`src/rtl/simd_cell_pkg.sv`:
```
`default_nettype none
// ============================================================================
//  Module      : simd_cell_pkg
//  Description : Shared defaults, lane-count derivation and lane operand
//                typedefs for the simd_cell temporal multiplier array.
//  Revision    : 1.0 - initial release
// ============================================================================
package simd_cell_pkg;

   localparam int DEF_DIM_A        = 9;
   localparam int DEF_DIM_C        = 9;
   localparam int DEF_INPUT_WIDTH  = 4;
   localparam int DEF_WEIGHT_WIDTH = 4;
   localparam int DEF_ACC_WIDTH    = 8;

   // Lane operand types at the default widths.
   typedef logic [DEF_INPUT_WIDTH-1:0]  input_lane_t;
   typedef logic [DEF_WEIGHT_WIDTH-1:0] weight_lane_t;
   typedef logic [DEF_ACC_WIDTH-1:0]    acc_lane_t;

   // One multiplier lane per input lane.
   function automatic int dim_mult(input int dim_a);
      return dim_a;
   endfunction

endpackage : simd_cell_pkg
`default_nettype wire

```
`src/rtl/simd_cell_tlut_lane.sv`:
```
`default_nettype none
// ============================================================================
//  Module      : tlut_lane
//  Description : One temporal unary multiplier lane. The input operand is
//                loaded as a down-counter; every step cycle with a non-zero
//                count adds the weight into the accumulator, so the product
//                forms over a pass without any multiplier cell.
//  Revision    : 1.0 - initial release
// ============================================================================
module tlut_lane #(
   parameter int INPUT_WIDTH  = 4,
   parameter int WEIGHT_WIDTH = 4,
   parameter int ACC_WIDTH    = 8
) (
   input  logic                    clk,
   input  logic                    rst_n,
   input  logic                    load_i,
   input  logic                    step_i,
   input  logic [INPUT_WIDTH-1:0]  opnd_i,
   input  logic [WEIGHT_WIDTH-1:0] wt_i,
   output logic [ACC_WIDTH-1:0]    acc_next_o
);

   logic [INPUT_WIDTH-1:0]  rem_q, rem_d;
   logic [WEIGHT_WIDTH-1:0] w_q,   w_d;
   logic [ACC_WIDTH-1:0]    acc_q, acc_d;

   // Next-state: load operands at pass start, else one unary step while count remains.
   always_comb begin
      rem_d = rem_q;
      w_d   = w_q;
      acc_d = acc_q;
      if (load_i) begin
         rem_d = opnd_i;
         w_d   = wt_i;
         acc_d = '0;
      end else if (step_i && (rem_q != '0)) begin
         acc_d = acc_q + ACC_WIDTH'(w_q);
         rem_d = rem_q - INPUT_WIDTH'(1);
      end
   end

   // Lane state registers with synchronous active-low reset.
   always_ff @(posedge clk) begin
      if (!rst_n) begin
         rem_q <= '0;
         w_q   <= '0;
         acc_q <= '0;
      end else begin
         rem_q <= rem_d;
         w_q   <= w_d;
         acc_q <= acc_d;
      end
   end

   // Exposing the next value lets the top capture the final add of a pass.
   assign acc_next_o = acc_d;

endmodule : tlut_lane
`default_nettype wire

```
`src/rtl/simd_cell.sv`:
```
`default_nettype none
// ============================================================================
//  Module      : simd_cell
//  Description : DIM_A-lane unsigned SIMD multiplier built from temporal
//                unary lanes. A shared phase counter sequences a pass of
//                2^INPUT_WIDTH cycles: load at phase 0, accumulate at phases
//                1..max, capture products on the last phase edge.
//                Optional macro SIMD_CELL_ADDER_TREE_EN adds a dot_sum output
//                (balanced pairwise adder tree over all lane products).
//  Revision    : 1.0 - initial release
// ============================================================================
module simd_cell
   import simd_cell_pkg::*;
#(
   parameter int  DIM_A        = DEF_DIM_A,
   parameter int  DIM_C        = DEF_DIM_C,
   parameter int  INPUT_WIDTH  = DEF_INPUT_WIDTH,
   parameter int  WEIGHT_WIDTH = DEF_WEIGHT_WIDTH,
   parameter int  ACC_WIDTH    = DEF_ACC_WIDTH,
   localparam int DIM_MULT     = dim_mult(DIM_A)
) (
   input  logic                                 clk,
   input  logic                                 rst_n,
   input  logic                                 enable,
   input  logic [DIM_A-1:0][INPUT_WIDTH-1:0]    input_bin,
   input  logic [DIM_C-1:0][WEIGHT_WIDTH-1:0]   weight_bin,
   output logic [DIM_MULT-1:0][ACC_WIDTH-1:0]   product_acc,
   output logic                                 product_valid
`ifdef SIMD_CELL_ADDER_TREE_EN
   ,
   output logic [ACC_WIDTH+$clog2(DIM_MULT)-1:0] dot_sum
`endif
);

   localparam logic [INPUT_WIDTH-1:0] c_CNT_LAST = '1;

   if (DIM_C != DIM_A) begin : g_dim_mismatch
      $error("simd_cell: DIM_C must equal DIM_A");
   end

   logic [INPUT_WIDTH-1:0]              cnt_q, cnt_d;
   logic [DIM_MULT-1:0][ACC_WIDTH-1:0]  product_acc_q, product_acc_d;
   logic                                product_valid_q, product_valid_d;
   logic                                w_load;
   logic                                w_step;
   logic                                w_capture;
   logic [DIM_MULT-1:0][ACC_WIDTH-1:0]  w_lane_next;

   assign w_load    = enable && (cnt_q == '0);
   assign w_step    = enable && (cnt_q != '0);
   assign w_capture = enable && (cnt_q == c_CNT_LAST);

   for (genvar k = 0; k < DIM_MULT; k++) begin : g_lane
      tlut_lane #(
         .INPUT_WIDTH  (INPUT_WIDTH),
         .WEIGHT_WIDTH (WEIGHT_WIDTH),
         .ACC_WIDTH    (ACC_WIDTH)
      ) u_lane (
         .clk        (clk),
         .rst_n      (rst_n),
         .load_i     (w_load),
         .step_i     (w_step),
         .opnd_i     (input_bin[k]),
         .wt_i       (weight_bin[k]),
         .acc_next_o (w_lane_next[k])
      );
   end

   // Phase counter advances while enabled and restarts from load when disabled;
   // products are captured only when a full pass reaches its last phase.
   always_comb begin
      cnt_d           = enable ? cnt_q + INPUT_WIDTH'(1) : '0;
      product_acc_d   = w_capture ? w_lane_next : product_acc_q;
      product_valid_d = w_capture;
   end

   // Shared control and result registers.
   always_ff @(posedge clk) begin
      if (!rst_n) begin
         cnt_q           <= '0;
         product_acc_q   <= '0;
         product_valid_q <= 1'b0;
      end else begin
         cnt_q           <= cnt_d;
         product_acc_q   <= product_acc_d;
         product_valid_q <= product_valid_d;
      end
   end

   assign product_acc   = product_acc_q;
   assign product_valid = product_valid_q;

`ifdef SIMD_CELL_ADDER_TREE_EN
   localparam int TREE_LVLS   = $clog2(DIM_MULT);
   localparam int TREE_LEAVES = 1 << TREE_LVLS;
   localparam int SUM_WIDTH   = ACC_WIDTH + TREE_LVLS;

   // Heap-ordered tree: node k sums children 2k+1 and 2k+2; leaves start at
   // TREE_LEAVES-1, padded with zeros up to a power of two.
   logic [SUM_WIDTH-1:0] w_node [2*TREE_LEAVES-1];
   logic [SUM_WIDTH-1:0] dot_sum_q, dot_sum_d;

   for (genvar k = 0; k < TREE_LEAVES; k++) begin : g_leaf
      if (k < DIM_MULT) begin : g_real
         assign w_node[TREE_LEAVES-1+k] = SUM_WIDTH'(w_lane_next[k]);
      end else begin : g_pad
         assign w_node[TREE_LEAVES-1+k] = '0;
      end
   end

   for (genvar k = 0; k < TREE_LEAVES-1; k++) begin : g_node
      assign w_node[k] = w_node[2*k+1] + w_node[2*k+2];
   end

   // The sum is taken over the same values being captured, so it lands with product_valid.
   always_comb begin
      dot_sum_d = w_capture ? w_node[0] : dot_sum_q;
   end

   // Dot-product result register.
   always_ff @(posedge clk) begin
      if (!rst_n) begin
         dot_sum_q <= '0;
      end else begin
         dot_sum_q <= dot_sum_d;
      end
   end

   assign dot_sum = dot_sum_q;
`endif

endmodule : simd_cell
`default_nettype wire

```
`config.mk`:
```
export PLATFORM = sky130hd
export DESIGN_NAME = simd_cell
export DESIGN_NICKNAME = d
export VERILOG_FILES = /design/src/rtl/simd_cell_pkg.sv /design/src/rtl/simd_cell_tlut_lane.sv /design/src/rtl/simd_cell.sv
export SDC_FILE = /design/constraint.sdc
export NUM_CORES = 1
export LEC_CHECK = 0
export ABC_CLOCK_PERIOD_IN_PS = 3300
export CAP_MARGIN = 20
export CORE_ASPECT_RATIO = 0.8
export CORE_MARGIN = 2
export CORE_UTILIZATION = 59
export DETAILED_ROUTE_END_ITERATION = 6
export GPL_TIMING_DRIVEN = 1
export MAX_ROUTING_LAYER = met4
export PLACE_DENSITY = 0.91
export SETUP_SLACK_MARGIN = 0.15
export SYNTH_ARGS = -nofsm -noshare
export SYNTH_HDL_FRONTEND = slang
export SYNTH_SLANG_ARGS = --single-unit
```
`constraint.sdc`:
```
create_clock -name clk -period 3.3 [get_ports clk]
set_clock_uncertainty 0.05 [all_clocks]
set_input_delay 0.33 -clock clk [delete_from_list [all_inputs] [get_ports clk]]
set_output_delay 0.33 -clock clk [all_outputs]
set_load 0.02 [all_outputs]
```
Word level (Yosys, flattened, before mapping)
Cells that the tools add are included.

word-level totals
  register bits after elaboration = 221
  logic and storage cells = 127

operators by class
  equal/unequal tests = 1
  reductions and logical operators = 33
  $add $sub $neg = 19
  muxes and demuxes = 36

operators by type and width
  cell                                              count
  two-way mux 8 bit                                 18
  adder 8 x 4 -> 8 bit                              9
  two-way mux 4 bit                                 18
  nonzero test 4 bit                                10
  subtractor 4 x 1 -> 4 bit, second input constant  9
  nonzero test 2 bit                                9
  logical AND 1 bit                                 12
  adder 4 x 1 -> 4 bit, second input constant       1
  == test 4 bit, second input constant              1
  zero test 4 bit                                   1
  AND reduction 2 bit                               1

Logic depth before layout (Yosys ltp)
Gate-level depths: netlist (run 1).

  word-level depth = 5
  gate-level depth with buffers = 9

Modules after synthesis
From an unflattened synthesis (run 1), not the netlist that was laid out.

unflattened totals
  cell total of the unflattened synthesis = 1389
  area, all modules = 11962.7 um2

modules (own cells, without submodules)
  module     sequential area each (um2)  area an instance (um2)  times used  cells an instance
  tlut_lane  320.3                       977.2                   9           117
  simd_cell  1541.5                      3168.0                  1           336

Worst setup path before layout (run 1)
Ideal clock, no wire load.

  kind = flip-flop to flip-flop
  from = reg g_lane[3].u_lane.acc_q[0]
  to = reg product_acc_q (netlist bit product_acc[30])
  arrival time = 1829 ps
  setup slack = 1289 ps
  period minus slack after synthesis = 2011 ps
  path buffers = 0
  stages on the path, launching flop included = 9
  required time = 3117 ps
  cells stage by stage = dfxtp_1 > ha_1 > inv_1 > fa_1 > nor2b_1 > o21ai_0 > a2111oi_4 > xnor2_1 > a211oi_2

on the way
  cells in the longest elaborated chain, start to end = 3

ends and longest elaborated chain
  item                    line                       text
  from (decl)             simd_cell_tlut_lane.sv:26  logic [ACC_WIDTH-1:0] acc_q, acc_d;
  from (signal assigned)  simd_cell_tlut_lane.sv:48  acc_q <= '0;
  from (signal assigned)  simd_cell_tlut_lane.sv:52  acc_q <= acc_d;
  adder 8 x 4 -> 8 bit    simd_cell_tlut_lane.sv:38  acc_d = acc_q + ACC_WIDTH'(w_q);
  two-way mux 8 bit       simd_cell_tlut_lane.sv:37  end else if (step_i && (rem_q != '0)) begin
  two-way mux 8 bit       simd_cell_tlut_lane.sv:33  if (load_i) begin
  to (signal assigned)    simd_cell.sv:85            product_acc_q <= product_acc_d;
  to (decl)               simd_cell.sv:42            logic [DIM_MULT-1:0][ACC_WIDTH-1:0] product_acc_q, product_acc_d;

No other way between the ends.
A chain may end at the register's enable or synchronous reset.

Worst setup path in the final report (run 1)
  from = reg g_lane[6].u_lane.w_q[0]
  to = reg product_acc_q (netlist bit product_acc[54])

on the way
  cells in the longest elaborated chain, start to end = 3

ends and longest elaborated chain
  item                    line                       text
  from (decl)             simd_cell_tlut_lane.sv:25  logic [WEIGHT_WIDTH-1:0] w_q, w_d;
  from (signal assigned)  simd_cell_tlut_lane.sv:51  w_q <= w_d;
  adder 8 x 4 -> 8 bit    simd_cell_tlut_lane.sv:38
  two-way mux 8 bit       simd_cell_tlut_lane.sv:37
  two-way mux 8 bit       simd_cell_tlut_lane.sv:33

No other way between the ends.

==> results of run 1 <==
-- logic make-up after synthesis --
kind of cell               count (synthesis)  share of synthesized area [%]
xor gates and xnor gates                  70                           6.16
muxes                                     14                           1.41
buffers and inverters                    130                           5.58
DFF                                      221                           44.5
AOI/OAI and AO/OA                        331                           19.2
adders and majority gates                 56                           7.72
and+or+nand+nor                          296                           15.5
-- area by class of cell --
| cell class | count | area [um2] | share of cell area (%) |
|---|---|---|---|
| Clock inverter | 16 | 253 | 2.05 |
| Timing Repair Buffer | 160 | 1600 | 13.0 |
| Clock buffer | 24 | 579 | 4.69 |
| Sequential cell | 221 | 4420 | 35.8 |
| Inverter | 64 | 240 | 1.94 |
| Tap cell | 220 | 275 | 2.23 |
| Multi-Input combinational cell | 767 | 4980 | 40.3 |
| Antenna cell | 1 | 2.50 | 0.0202 |
-- critical path, cell delays in order, from the launching register on --
cell	delay (ns)
dfxtp_1	0.35
ha_1	0.21
inv_1	0.07
fa_1	0.39
nor2b_1	0.16
o21ai_0	0.18
a2111oi_4	0.41
xnor2_1	0.16
a211oi_1	0.25
-- power groups by stage --
stage | logic, W | clock network [W] | registers, W
floorplan | 0.000378 | 0 | 0.00285
global route | 0.000628 | 0.00298 | 0.00281
global placement | 0.000536 | 0 | 0.00286
CTS | 0.000567 | 0.00288 | 0.00280
detailed placement | 0.000558 | 0 | 0.00286
finish | 0.000569 | 0.00287 | 0.00280
-- synth_stat cells, types with 2 or more instances --
cell / count / area, um2
a2111oi_4: 3 / 82.6
nand2_1: 83 / 312
and2_1: 2 / 12.5
and3_1: 2 / 12.5
a21o_1: 9 / 67.6
nor3b_1: 5 / 37.5
clkbuf_1: 34 / 128
nor3_1: 13 / 65.1
fa_1: 9 / 180
nor4b_2: 4 / 60.1
buf_6: 2 / 22.5
dfxtp_1: 221 / 4420
nand3_4: 8 / 140
a211oi_2: 5 / 62.6
nor4_1: 3 / 18.8
nand3_1: 18 / 90.1
mux2i_1: 14 / 140
nor4_2: 8 / 100
a211oi_1: 29 / 218
inv_1: 63 / 236
and4_1: 4 / 35.0
a21oi_1: 170 / 851
o211ai_1: 4 / 30.0
nor2_1: 117 / 439
o2111ai_1: 5 / 43.8
xnor2_1: 52 / 455
xor2_1: 18 / 158
ha_1: 47 / 588
o21a_1: 6 / 45.0
nor2b_1: 16 / 100
or3b_2: 9 / 78.8
buf_2: 29 / 145
o21ai_0: 97 / 485
-- state kept, by name (all words and copies together) (netlist names) --
name and cells:
g_lane.u_lane.acc_q 72, g_lane.u_lane.rem_q 36, product_valid 1, product_acc 72
cnt_q 4, g_lane.u_lane.w_q 36
-- metal layers --
metal	GRT usage (%)	vias up	share of wire, %
li1	-	4067	-
met5	-	-	0
met1	35.7	3974	45
met2	47.5	238	48
met4	7.20	0	2.1
met3	3.42	40	4.6
-- worst max-delay path by stage --
stage / startpoint / endpoint / slack [ns] / cells past startpoint
6_report: g_lane[6].u_lane.w_q[0] / product_acc[54] / 0.97 / 8
4_1_cts: cnt_q[0] / product_acc[54] / 0.99 / 7
2_1_floorplan: g_lane[3].u_lane.acc_q[0] / product_acc[30] / 1.29 / 8
3_3_place_gp: enable / product_acc[12] / 0.77 / 5
5_1_grt: g_lane[3].u_lane.w_q[0] / product_acc[30] / 0.80 / 8
3_5_place_dp: enable / product_acc[20] / 0.63 / 5
-- metrics by stage --
stage          total power [W]  hold WS (ns)  cell area [um2]  setup slack (ns)  util, %
2_1_floorplan          0.00322         0.380             9950              1.29        -
3_5_place_dp           0.00342         0.406            11500             0.632     69.8
3_3_place_gp           0.00339         0.397            11500             0.767     69.8
6_report               0.00624         0.321            12400             0.974     74.9
4_1_cts                0.00624         0.309            12400             0.992     74.9
5_1_grt                0.00642         0.333            12400             0.804     74.9
==> reports/qor.yml, run 1 <==
status: "complete, no violations"
netSwitchingFraction_pct: 23.9
io_buffers: 147
fin_cells: 1473
layout_commonest_cell: "dfxtp_1"
cap_violations: 0
period_share_pct: 70.5
syn_inst: 1118
whs_endpoint: "g_lane[8].u_lane.w_q[1]"
worstHoldStart: "weight_bin[33]"
holdPathStages: 3
r2r_end: "product_acc[54]"
syn_avg_cell_area_um2: 8.90
finalSetupTns_ns: 0
worstPathArrival_ns: 2.68
cts_buffers: 22
drc: 0
slew_headroom_pct: 27.8
synthArstFlopShare_pct: 0
end_kind: "flop"
top_level_ports: 148
drive_above_1_share_pct: 7.83
vias_per_cell: 5.65
place_inst: 1432
critPathMaxFanout: 3
yosysUniqueCellTypes: 42
cts_hold_buf: 0
p_leak_nw: 4.51
min_period_ns: 2.33
ys_ff_latch: 221
grt_usage_pct: 28.0
pwr-share-seq_pct: 44.9
grt_max_degree: 87
rrSetupSlack_ns: 0.97
hold_class: "in2reg"
insertion_delay_ns: 0.51
die_y_um: 120
root_buffer: "clkbuf_16"
vias: 8319
p_int_w: 0.00475
p_sw_w: 0.00149
p_comb_share_pct: 9.1
cts.sinks: 221
synth_area_um2: 9950
grt_pass1_vias: 8171
pwr-share-clk_pct: 46.0
globalplace.congestion: 0.855
core_um2: 16500
synth_edf_count: 0
peakVddDrop_mv: 0.374
ant_nets: 0
clk_path_buf_depth: 3
ys.flop_type: "dfxtp_1"
finalHoldViolations: 0
critPathKind: "reg2reg"
antenna_found_initial: 1
drtIter0Drc: 464
power_density_nw_per_um2: 505
grt_pass1_wl_um: 39900
start_util_pct: 60.3
reg2reg_from: "g_lane[6].u_lane.w_q[0]"
syn2layout_area_growth_pct: 24.2
ys.warnings.count: 0
cts.repair.resized: 0
die_area_um2: 17900
nNetsFinal: 1367
fill_cells: 1165
dr.pass1.iters: 5
post_cts_buffers: 0
rsz0062_at_grt: "false"
wirelength_um: 24600
reg2reg_depth: 8
rows: 42
cts.clk_slew.worst_paths_ns: 0.07
h-tree-depth: 1
setup-violations-final: 0
syn_nets: 1249
grt-ovfl-total: 0
drt-wirelength-per-cell_um: 16.7
fmax_ghz: 0.430
tightest_slew_ns: 1.08
start_kind: "flop"
mostFrequentLayoutCells: "221 x dfxtp_1, 170 x a21oi_1, 146 x clkdlybuf4s50_1"
yosysSeqAreaShare_pct: 44.5
die_x_um: 149
crit_required_ns: 3.66
drv_slew: 0
cts_tree: "built"
dp_hpwl_um: 16000
Note: power is estimated with default switching activity, not from simulation.
==> run 2, diff against run 1 <==
- ABC_CLOCK_PERIOD_IN_PS: 3300 -> 2000
- CORE_UTILIZATION: 59 -> 49
- PLACE_DENSITY: 0.91 -> 0.81
- clock period: 3.3 -> 2 ns (I/O delays scaled with it)
==> run 2 against run 1 <==
The run now ends with setup timing left. Die area rose by 20%. Clock power rose by 41%. Global-route usage fell by 2.5 points. Cell area rose by 17%. Via count rose by 8.8%. Worst setup slack got worse by 1.0 ns. Count of clock-buffer cells in the layout rose by 11. Critical endpoint is now product_acc[7].
==> reports/qor.yml, run 2 (same netlist as run 1, synthesis figures left out) <==
vias: 9054
setup_slack_ns: -0.0243
r2r_end: "product_acc[7]"
diodes: 0
final_cell_area_um2: 14500
drive_above_1_share_pct: 28.8
die_area_um2: 21500
slowest_stage: "dfxtp_2"
cts_hold_buf: 0
cts_tree: "built"
syn2layout_area_growth_pct: 45.7
start_kind: "flop"
grt_usage_pct: 25.5
core_um2: 19900
drtIter0Drc: 620
grt_pass1_vias: 8804
top_level_ports: 148
cts.sinks: 221
grt-ovfl-total: 0
vias_per_cell: 5.63
peakVddDrop_mv: 0.682
cts_buffers: 22
globalplace.congestion: 0.865
wirelength_um: 30100
slew_headroom_pct: 64.9
crit_chain: "inv_2 -> ha_4 -> or3b_4 -> buf_12 -> buf_6 -> nand3_4 -> nor4_4 -> xnor2_1 -> a21oi_1"
rsz0062_at_grt: "true"
fmax_ghz: 0.494
place_inst: 1505
fin_cells: 1609
insertion_delay_ns: 0.51
dr_wl_met2_um: 14800
root_buffer: "clkbuf_16"
status: "finished, violations left"
grt_pass1_wl_um: 43500
worstHoldStart: "rst_n"
critPathMaxFanout: 5
rrSetupSlack_ns: -0.02
setup-violations-final: 4
violations: "setup timing"
layout_commonest_cell: "dfxtp_1"
finalPower_w: 0.0101
wl_met1_um: 12700
whs_endpoint: "g_lane[0].u_lane.rem_q[0]"
pre_cts_ws_ns: -0.0529
cap_violations: 0
drv_slew: 0
nNetsFinal: 1461
clk_path_buf_depth: 3
p_leak_nw: 5.17
top_layer: "met4"
ant_nets: 0
finalHoldViolations: 0
dpl_cell_area_um2: 11900
grt_max_degree: 45
io_buffers: 147
reg2reg_from: "cnt_q[1]"
max_stage_delay_ns: 0.35
dr.pass1.iters: 5
period_share_pct: 101
dp_hpwl_um: 17100
die_x_um: 163
mostFrequentLayoutCells: "187 x dfxtp_1, 146 x clkdlybuf4s50_1, 129 x a21oi_1"
start_util_pct: 50.1
antenna_found_initial: 0
holdPathStages: 3
tightest_slew_ns: 0.527
worstPathArrival_ns: 2.36
crit_required_ns: 2.33
rows: 46
dr_wl_met3_um: 1620
critPathKind: "reg2reg"
drc: 0
drt-wirelength-per-cell_um: 18.7
h-tree-depth: 1
power_density_nw_per_um2: 698
hold_class: "in2reg"
cts.clk_slew.worst_paths_ns: 0.06
reg2reg_depth: 9
end_kind: "flop"
die_y_um: 131
min_period_ns: 2.02
==> run 2: cell count changes in the layout (fill, tap and decap cells not counted), sizes merged <==
cell      delta
bufinv       -6
nand3        +5
clkbuf      +11
diode        -1
or3b         +1
clkinv       -5
and2         +1
clkinvlp     +1
buf         +87
inv          -2
==> run 2: final cells by class <==
class	count	area (um2)
inverter	64	243
fill	1314	5370
sequential	221	4480
tap	264	330
multi-input combinational	774	6250
clock inverter	4	27.5
timing repair buffer	247	2490
clock buffer	35	671
==> run 2: through the flow <==
stage | hold slack [ns] | utilization, % | TNS, ns
2_1_floorplan | 0.286 | - | 0
3_3_place_gp | 0.398 | 60.1 | 0
3_5_place_dp | 0.405 | 60.1 | -0.141
4_1_cts | 0.0577 | 67.4 | 0
5_1_grt | 0.0764 | 73.0 | -0.684
6_report | 0.0643 | 73.0 | -0.0421
==> run 2: worst max-delay path, delay by kind of cell (launching register included) <==
kind                     cells  cell delay, ns
AND/OR/NAND/NOR              3            0.76
flip-flops                   1            0.35
buffers and inverters        3            0.29
XOR/XNOR                     1            0.20
adder cells (fa/ha/maj)      1            0.15
AO/OA/AOI/OAI                1            0.09
==> run 2: per-layer routing <==
layer / up-vias / GRT usage, %
li1: 4277 / -
met1: 4380 / 32.5
met2: 308 / 42.0
met3: 89 / 3.57
met4: 0 / 7.67
met5: - / -
==> run 2: how the worst max path moves through the flow <==
stage                                    from              end  slack, ns  cells past startpoint
floorplan             g_lane[3].u_lane.w_q[0]  product_acc[30]       0.15                      8
global placement                     cnt_q[0]  product_acc[15]      0.002                      8
detailed placement                   cnt_q[0]  product_acc[22]      -0.05                      8
CTS                 g_lane[3].u_lane.acc_q[0]  product_acc[30]       0.03                      8
global route        g_lane[3].u_lane.acc_q[0]  product_acc[30]      -0.07                      8
finish                               cnt_q[1]   product_acc[7]      -0.02                      9
==> run 2: report_power, final <==
part	total, W	internal [W]	leakage, nW	switching [W]
clock	0.00406	0.00230	0.332	0.00176
sequential	0.00466	0.00453	1.81	0.000126
combinational	0.00140	0.000673	3.03	0.000729
==> run 2: what timing repair did <==
action                                  CTS  global route
cloned                                    8             0
buffers inserted                         32            25
pin swaps                                63           126
gates resized for setup                 109           201
endpoints found under the setup margin  144           147
